$ cat config.mk
export PLATFORM = sky130hd
export DESIGN_NAME = div39_restoring_flat
export DESIGN_NICKNAME = d
export VERILOG_FILES = /design/src/rtl/div39_pkg.sv /design/src/rtl/div39_restoring_if.sv /design/src/rtl/div39_step.sv /design/src/rtl/div39_restoring.sv /design/src/flat_wrapper.sv
export SDC_FILE = /design/constraint.sdc
export NUM_CORES = 1
export LEC_CHECK = 0
export ABC_AREA = 1
export CAP_MARGIN = 20
export CORE_UTILIZATION = 30
export CTS_CLUSTER_DIAMETER = 60
export DETAILED_ROUTE_END_ITERATION = 7
export SYNTH_ARGS = -nofsm -noshare
export SYNTH_HDL_FRONTEND = slang
export SYNTH_SLANG_ARGS = --single-unit
$ cat constraint.sdc
create_clock -name clk -period 2 [get_ports clk]
set_input_delay 0.4 -clock clk [delete_from_list [all_inputs] [get_ports clk]]
set_output_delay 0.4 -clock clk [all_outputs]
set_load 0.01 [all_outputs]
$ cat src/rtl/div39_pkg.sv
`default_nettype none
// ============================================================================
//  Module   : div39_pkg
//  Brief    : Shared constants and state encoding for the 39-bit restoring
//             divider (width default, iteration count, counter width).
//  Revision : 1.0 - initial release
// ============================================================================
package div39_pkg;

  // MSB index of every data bus; operands are WIDTH_DEFAULT+1 = 39 bits
  localparam int WIDTH_DEFAULT = 38;
  // One quotient bit per iteration
  localparam int ITER          = WIDTH_DEFAULT + 1;
  // Iteration counter width, enough to hold ITER-1
  localparam int CNT_W         = 6;

  typedef enum logic [1:0] {
    IDLE = 2'd0,
    RUN  = 2'd1,
    DONE = 2'd2
  } state_t;

endpackage : div39_pkg
`default_nettype wire

$ cat src/rtl/div39_restoring_if.sv
`default_nettype none
// ============================================================================
//  Module   : div39_restoring_if
//  Brief    : Request/response valid-ready bundle of the restoring divider.
//             The master side drives operands and accepts results.
//  Revision : 1.0 - initial release
// ============================================================================
interface div39_restoring_if
  import div39_pkg::*;
#(
  parameter int WIDTH = WIDTH_DEFAULT
);

  logic             in_valid;
  logic             in_ready;
  logic [WIDTH:0]   dividend;
  logic [WIDTH:0]   divisor;
  logic             out_valid;
  logic             out_ready;
  logic [WIDTH:0]   quotient;
  logic [WIDTH:0]   remainder;
  logic             div_zero;

  modport master (
    output in_valid, dividend, divisor, out_ready,
    input  in_ready, out_valid, quotient, remainder, div_zero
  );

  modport slave (
    input  in_valid, dividend, divisor, out_ready,
    output in_ready, out_valid, quotient, remainder, div_zero
  );

endinterface : div39_restoring_if
`default_nettype wire

$ cat src/rtl/div39_step.sv
`default_nettype none
// ============================================================================
//  Module   : div39_step
//  Brief    : One restoring-division step: trial subtraction R' - D done as
//             R' + ~D + 1; keeps R' when the subtraction borrows.
//  Revision : 1.0 - initial release
// ============================================================================
module div39_step
  import div39_pkg::*;
#(
  parameter int WIDTH = WIDTH_DEFAULT
) (
  input  logic [WIDTH+1:0] r_shift,
  input  logic [WIDTH:0]   d,
  output logic [WIDTH+1:0] r_next,
  output logic             q_bit,
  output logic             borrow
);

  localparam logic [WIDTH+2:0] C_ONE = {{(WIDTH+2){1'b0}}, 1'b1};

  logic [WIDTH+2:0] sum;
  logic             carry;

  // Two's-complement trial subtraction with an extra carry bit; no carry out means R' < D
  always_comb begin
    sum    = {1'b0, r_shift} + {1'b0, ~{1'b0, d}} + C_ONE;
    carry  = sum[WIDTH+2];
    borrow = ~carry;
    q_bit  = carry;
    r_next = carry ? sum[WIDTH+1:0] : r_shift;
  end

endmodule : div39_step
`default_nettype wire

$ cat src/rtl/div39_restoring.sv
`default_nettype none
// ============================================================================
//  Module   : div39_restoring
//  Brief    : Iterative unsigned restoring divider, one quotient bit per clock,
//             MSB first. One operation in flight, valid/ready on both sides.
//  Revision : 1.0 - initial release
// ============================================================================
module div39_restoring
  import div39_pkg::*;
#(
  parameter int WIDTH = WIDTH_DEFAULT
) (
  input  wire               clk,
  input  wire               rst,
  div39_restoring_if.slave  bus
);

  localparam logic [CNT_W-1:0] C_LAST_CNT = CNT_W'(WIDTH);
  localparam logic [CNT_W-1:0] C_CNT_ONE  = CNT_W'(1);

  state_t             state_q, state_d;
  logic [CNT_W-1:0]   cnt_q,   cnt_d;
  logic [WIDTH:0]     n_q,     n_d;     // dividend, shifted left so the next bit is the MSB
  logic [WIDTH:0]     d_q,     d_d;     // divisor latched at accept
  logic [WIDTH+1:0]   r_q,     r_d;     // partial remainder
  logic [WIDTH:0]     qw_q,    qw_d;    // quotient under construction
  logic [WIDTH:0]     quo_q,   quo_d;   // published quotient
  logic [WIDTH:0]     rem_q,   rem_d;   // published remainder
  logic               dz_q,    dz_d;    // published divide-by-zero flag

  logic [WIDTH+1:0]   r_shift;
  logic [WIDTH+1:0]   step_r;
  logic               step_q;
  logic               step_borrow;

  // Bring in the next dividend bit: R' = {R[WIDTH:0], N-bit}
  always_comb begin
    r_shift = (r_q << 1) | {{(WIDTH+1){1'b0}}, n_q[WIDTH]};
  end

  div39_step #(
    .WIDTH   (WIDTH)
  ) u_step (
    .r_shift (r_shift),
    .d       (d_q),
    .r_next  (step_r),
    .q_bit   (step_q),
    .borrow  (step_borrow)
  );

  // Next-state, datapath and result-register update for the divide sequence
  always_comb begin
    state_d = state_q;
    cnt_d   = cnt_q;
    n_d     = n_q;
    d_d     = d_q;
    r_d     = r_q;
    qw_d    = qw_q;
    quo_d   = quo_q;
    rem_d   = rem_q;
    dz_d    = dz_q;

    case (state_q)
      IDLE: begin
        if (bus.in_valid) begin
          n_d  = bus.dividend;
          d_d  = bus.divisor;
          r_d  = '0;
          qw_d = '0;
          cnt_d = '0;
          if (bus.divisor == '0) begin
            // Zero divisor needs no iterations: publish the fixed result at once
            state_d = DONE;
            quo_d   = '1;
            rem_d   = bus.dividend;
            dz_d    = 1'b1;
          end else begin
            state_d = RUN;
          end
        end
      end

      RUN: begin
        n_d   = n_q << 1;
        r_d   = step_r;
        qw_d  = (qw_q << 1) | {{WIDTH{1'b0}}, step_q};
        cnt_d = cnt_q + C_CNT_ONE;
        if (cnt_q == C_LAST_CNT) begin
          // Remainder is always below D, so it fits the narrower output bus
          state_d = DONE;
          quo_d   = qw_d;
          rem_d   = r_d[WIDTH:0];
          dz_d    = 1'b0;
        end
      end

      DONE: begin
        if (bus.out_ready) begin
          state_d = IDLE;
        end
      end

      default: begin
        state_d = IDLE;
      end
    endcase
  end

  // State and datapath registers with synchronous reset
  always_ff @(posedge clk) begin
    if (rst) begin
      state_q <= IDLE;
      cnt_q   <= '0;
      n_q     <= '0;
      d_q     <= '0;
      r_q     <= '0;
      qw_q    <= '0;
      quo_q   <= '0;
      rem_q   <= '0;
      dz_q    <= 1'b0;
    end else begin
      state_q <= state_d;
      cnt_q   <= cnt_d;
      n_q     <= n_d;
      d_q     <= d_d;
      r_q     <= r_d;
      qw_q    <= qw_d;
      quo_q   <= quo_d;
      rem_q   <= rem_d;
      dz_q    <= dz_d;
    end
  end

  assign bus.in_ready  = (state_q == IDLE);
  assign bus.out_valid = (state_q == DONE);
  assign bus.quotient  = quo_q;
  assign bus.remainder = rem_q;
  assign bus.div_zero  = dz_q;

endmodule : div39_restoring
`default_nettype wire
$ cat src/flat_wrapper.sv
// flat-port wrapper written by rule: the top's interface ports become plain ports
module div39_restoring_flat import div39_pkg::*;
#(
  parameter int WIDTH = WIDTH_DEFAULT
)
  (clk, rst, bus_in_valid, bus_dividend, bus_divisor, bus_out_ready, bus_in_ready, bus_out_valid, bus_quotient, bus_remainder, bus_div_zero);
  div39_restoring_if #(.WIDTH(WIDTH)) bus_i ();
  input  wire clk;
  input  wire rst;
  input wire logic [$bits(bus_i.in_valid)-1:0] bus_in_valid;
  input wire logic [$bits(bus_i.dividend)-1:0] bus_dividend;
  input wire logic [$bits(bus_i.divisor)-1:0] bus_divisor;
  input wire logic [$bits(bus_i.out_ready)-1:0] bus_out_ready;
  output wire logic [$bits(bus_i.in_ready)-1:0] bus_in_ready;
  output wire logic [$bits(bus_i.out_valid)-1:0] bus_out_valid;
  output wire logic [$bits(bus_i.quotient)-1:0] bus_quotient;
  output wire logic [$bits(bus_i.remainder)-1:0] bus_remainder;
  output wire logic [$bits(bus_i.div_zero)-1:0] bus_div_zero;
  assign bus_i.in_valid = bus_in_valid;
  assign bus_i.dividend = bus_dividend;
  assign bus_i.divisor = bus_divisor;
  assign bus_i.out_ready = bus_out_ready;
  assign bus_in_ready = bus_i.in_ready;
  assign bus_out_valid = bus_i.out_valid;
  assign bus_quotient = bus_i.quotient;
  assign bus_remainder = bus_i.remainder;
  assign bus_div_zero = bus_i.div_zero;
  div39_restoring #(.WIDTH(WIDTH)) u_core (.clk(clk), .rst(rst), .bus(bus_i));
endmodule
==> qor.log <==
[outcome] result of the run finished with violations
[outcome] violations in the final reports setup timing
[job] total of max-cap violations 0
[worst_setup_path] reg-to-reg critical path startpoint u_core.d_q[3]
[sta] Final setup viols 80
[logic_synthesis] portion of netlist area occupied by mux cells 0
[clock_tree] number of clock sinks 242
[cells_and_area] most frequent standard cell in the layout excluding fill and tap cells sky130_fd_sc_hd__nand2_1
[logic_synthesis] area share of fa/ha/maj cells after synthesis 0.04121
[clock_tree] htree depth 1
[drt] post-DR vias/cell 4.746
[logic_synthesis] post-synthesis compound-gate area fraction 0.1515
[logic_synthesis] Synth warnings 0
[logic_synthesis] post-synth top area cell sky130_fd_sc_hd__dfxtp_1
[floorplan] I/O pin total 163
[floorplan] site row count 75
[floorplan] die width 209.6 um
[cells_and_area] Total Nets Final 2,617
[logic_synthesis] gate count of the mapped netlist 2,052
[min_path] path category of the worst min-delay check input pin to flip-flop
[cells_and_area] non-filler cells in the finished layout 3,054
[worst_setup_path] biggest fanout along the worst timing path 6
[sta] Final Hold Violating Endpoints 0
[logic_synthesis] share of synthesized cell area in and, or, nand and nor gates 0.3119
[power_and_ir_drop] total power density per cell area 1379 nW/um2
[sta] Slew @ Worst Pin 0.6018 ns
[worst_setup_path] startpoint type of the worst setup path flip-flop
[floorplan] die height 209.6 um
[grt] Overall Global Routing Usage 0.1960
[sta] slew margin rel. 0.5988
[logic_synthesis] synthesized cell area 12,930 um2
[worst_setup_path] critical register-to-register path endpoint u_core.r_q[21]
[sta] final-layout worst hold slack 0.1730 ns
[cells_and_area] fraction of the core area covered by cells at the end of the flow 0.4903
[placed_design] placed wire-length estimate 32.74 mm
[logic_synthesis] main combinational cell family by area after synthesis simple AND/OR/NAND/NOR gates
[sta] setup repair after global routing missed its margin true
[drt] ANT nets after route 0
[drt] router iterations before antenna repair 5
[worst_setup_path] sort of element at the end of the critical path flip-flop
[drt] DRC Markers 0
[placed_design] routability congestion estimate 0.9105
[min_path] Hold Crit Depth 2
[logic_synthesis] post-synthesis cell type count 30
[drt] total wire length after detailed routing 47.92 mm
[sta] max-slew violation total from the final report 0
[sta] fraction of the cycle the final worst path needs 1.184
[drt] total vias in the final route 14.49k
[grt] first-pass GRT wire length 69.31 mm
[floorplan] full die area 43,950 um2
[logic_synthesis] sequential fraction of the synthesis area 0.3745
[drt] number of violations reported at the end of detailed-routing iteration 0 978
[floorplan] Starting Density 0.3063
[logic_synthesis] Yosys reg bits 242
[power_and_ir_drop] cell leakage power 10.21 nW
[clock_tree] clock latency on the worst-skew pair 0.57 ns
[sta] summed negative setup slack over all endpoints -23.75 ns
[cells_and_area] area added between synthesis and finish 60.05%
[floorplan] CORE AREA 42,230 um2
[worst_setup_path] R2R Setup Slk -0.37 ns
[cells_and_area] most used cells in the layout excluding fill and tap cells 553 x sky130_fd_sc_hd__nand2_1, 294 x sky130_fd_sc_hd__buf_4, 233 x sky130_fd_sc_hd__inv_1
[worst_setup_path] Critical path origin u_core.d_q[3]
[sta] worst setup skew after layout 0.02336 ns
[grt] via count of the first global-routing pass 13.39k
[worst_setup_path] required arrival time at the worst endpoint 2.51 ns
[grt] initial antenna violation count 1
[clock_tree] Clock Root Buffer sky130_fd_sc_hd__clkbuf_16
[sta] fin crit period 2.368 ns
[power_and_ir_drop] total chip power 28.55 mW
[logic_synthesis] share of the synthesized area in the top cell type 0.3745
[worst_setup_path] crit path capture u_core.r_q[21]
[worst_setup_path] CP Class flip-flop to flip-flop
[sta] PnR worst setup slack -0.3676 ns
[cells_and_area] ant diodes 0
[clock_tree] Post-CTS Hold Buffers 0
[worst_setup_path] r2r worst-path depth 14
[sta] maximum operating frequency 422.4 MHz
[cells_and_area] fraction of final layout cells with drive strength greater than 1 0.2942
[worst_setup_path] arrival time at the worst endpoint 2.87 ns
[grt] sum of overflow across all layers after global routing 0
[logic_synthesis] fraction of synthesized cell area in xor and xnor cells 0.01151
[clock_tree] largest buffer count on any clock path 3
[placed_design] number of cells in the design after placement 2,967
[logic_synthesis] top cells by area, synth sky130_fd_sc_hd__dfxtp_1 37%, sky130_fd_sc_hd__nand2_1 19%, sky130_fd_sc_hd__inv_1 7.6%, sky130_fd_sc_hd__a21oi_1 7.5%, sky130_fd_sc_hd__nor2_1 5.4%
[clock_tree] TritonCTS clock tree done
[grt] pin count of the biggest net entering global routing 115
[clock_tree] register clock-pin slew on the reported worst setup and hold paths 0.06 ns
[clock_tree] TritonCTS buffer count 28
[placed_design] number of buffers inserted by port buffering 162
[drt] average wire per cell in the routed design 15.69 um
[logic_synthesis] number of nets produced by synthesis 2,176
[power_and_ir_drop] maximum VDD drop 762.3 uV
[logic_synthesis] mean cell area of the mapped netlist 6.304 um2
## final cells by class
cell class / instances / area (um2)
Clock buffer: 36 / 770.7
Clock inverter: 16 / 203.9
Fill cell: 4168 / 21530
Inverter: 266 / 1027
Multi-Input combinational cell: 1446 / 8293
Sequential cell: 242 / 4871
Tap cell: 539 / 674.4
Timing Repair Buffer: 509 / 4862
## critical path, stage by stage (launching register included)
cell,delay [ns]
sky130_fd_sc_hd__dfxtp_1,0.30
sky130_fd_sc_hd__inv_1,0.06
sky130_fd_sc_hd__ha_1,0.28
sky130_fd_sc_hd__or2_2,0.36
sky130_fd_sc_hd__nand3_4,0.12
sky130_fd_sc_hd__nand2_4,0.08
sky130_fd_sc_hd__nand3_4,0.10
sky130_fd_sc_hd__nand3_4,0.12
sky130_fd_sc_hd__nor2_4,0.28
sky130_fd_sc_hd__buf_6,0.19
sky130_fd_sc_hd__buf_12,0.15
sky130_fd_sc_hd__nand2_4,0.06
sky130_fd_sc_hd__nand3_1,0.09
sky130_fd_sc_hd__nand2_1,0.05
sky130_fd_sc_hd__inv_1,0.08
## synth_stat cells
master	n
sky130_fd_sc_hd__xnor2_1	1
sky130_fd_sc_hd__fa_1	1
sky130_fd_sc_hd__inv_2	4
sky130_fd_sc_hd__o21ai_1	2
sky130_fd_sc_hd__clkbuf_1	70
sky130_fd_sc_hd__clkinv_1	1
sky130_fd_sc_hd__dfxtp_1	242
sky130_fd_sc_hd__nor3_1	8
sky130_fd_sc_hd__buf_6	3
sky130_fd_sc_hd__o31ai_1	1
sky130_fd_sc_hd__nand3b_1	4
sky130_fd_sc_hd__ha_1	41
sky130_fd_sc_hd__a21oi_1	194
sky130_fd_sc_hd__o21bai_1	7
sky130_fd_sc_hd__a221oi_1	2
sky130_fd_sc_hd__buf_1	6
sky130_fd_sc_hd__a31oi_1	40
sky130_fd_sc_hd__nand3_1	137
sky130_fd_sc_hd__nor2_1	186
sky130_fd_sc_hd__o21ai_0	127
sky130_fd_sc_hd__o21a_1	2
sky130_fd_sc_hd__nand4_1	7
sky130_fd_sc_hd__nand2_1	665
sky130_fd_sc_hd__nor3_2	1
sky130_fd_sc_hd__buf_2	18
sky130_fd_sc_hd__or2_2	3
sky130_fd_sc_hd__nor2_4	1
sky130_fd_sc_hd__xor2_1	16
sky130_fd_sc_hd__buf_4	1
sky130_fd_sc_hd__inv_1	261
## metal layers
layer	global-route usage	share of wire	wire, um	vias to the layer above
li1	-	-	-	7378
met2	0.3136	0.46	22110	342
met1	0.2697	0.46	22210	6684
met5	0	0	0	-
met4	0.07022	0.030	1419	0
met3	0.02499	0.045	2175	89
## report_power, final
group | internal, mW | switching (mW)
logic | 7.35 | 9.06
clock network | 3.25 | 2.17
registers | 6.01 | 0.700
total | 16.6 | 11.9
## how the worst min path moves through the flow
stage	from	endpoint	slack (ns)
3_3_place_gp	u_core.bus.quotient[12]	u_core.bus.quotient[12]	0.45
6_report	rst	u_core.qw_q[31]	0.17
5_1_grt	rst	u_core.qw_q[31]	0.15
3_5_place_dp	u_core.bus.quotient[8]	u_core.bus.quotient[8]	0.45
4_1_cts	rst	u_core.qw_q[31]	0.14
2_1_floorplan	u_core.d_q[10]	u_core.d_q[10]	0.43
## flip-flops by register name, indices dropped and copies added, names as in the netlist
register / cells
u_core.r_q: 39
u_core.bus.div_zero: 1
u_core.bus.remainder: 39
u_core.qw_q: 38
u_core.n_q: 39
u_core.cnt_q: 6
u_core.state_q: 2
u_core.bus.quotient: 39
u_core.d_q: 39
## what timing repair did
action                                  CTS  global route
pin swaps                                20           125
buffers inserted                          6            17
endpoints found under the setup margin  122           158
cloned                                    1            17
resized for setup                        93           385
## logic make-up after synthesis
kind of cell | count (synthesis)
buffers and inverters | 364
XOR/XNOR | 17
AO/OA/AOI/OAI | 375
adder cells (fa/ha/maj) | 42
AND/OR/NAND/NOR | 1012
flip-flops | 242
## through the flow
stage / worst slack [ns] / area, um2
global route: -0.4813 / 20700
finish: -0.3676 / 20700
floorplan: 0.003584 / 12950
detailed placement: -0.9896 / 17420
CTS: -0.3275 / 18690
global placement: -1.007 / 17420
Power figures use the tool's default switching activity.
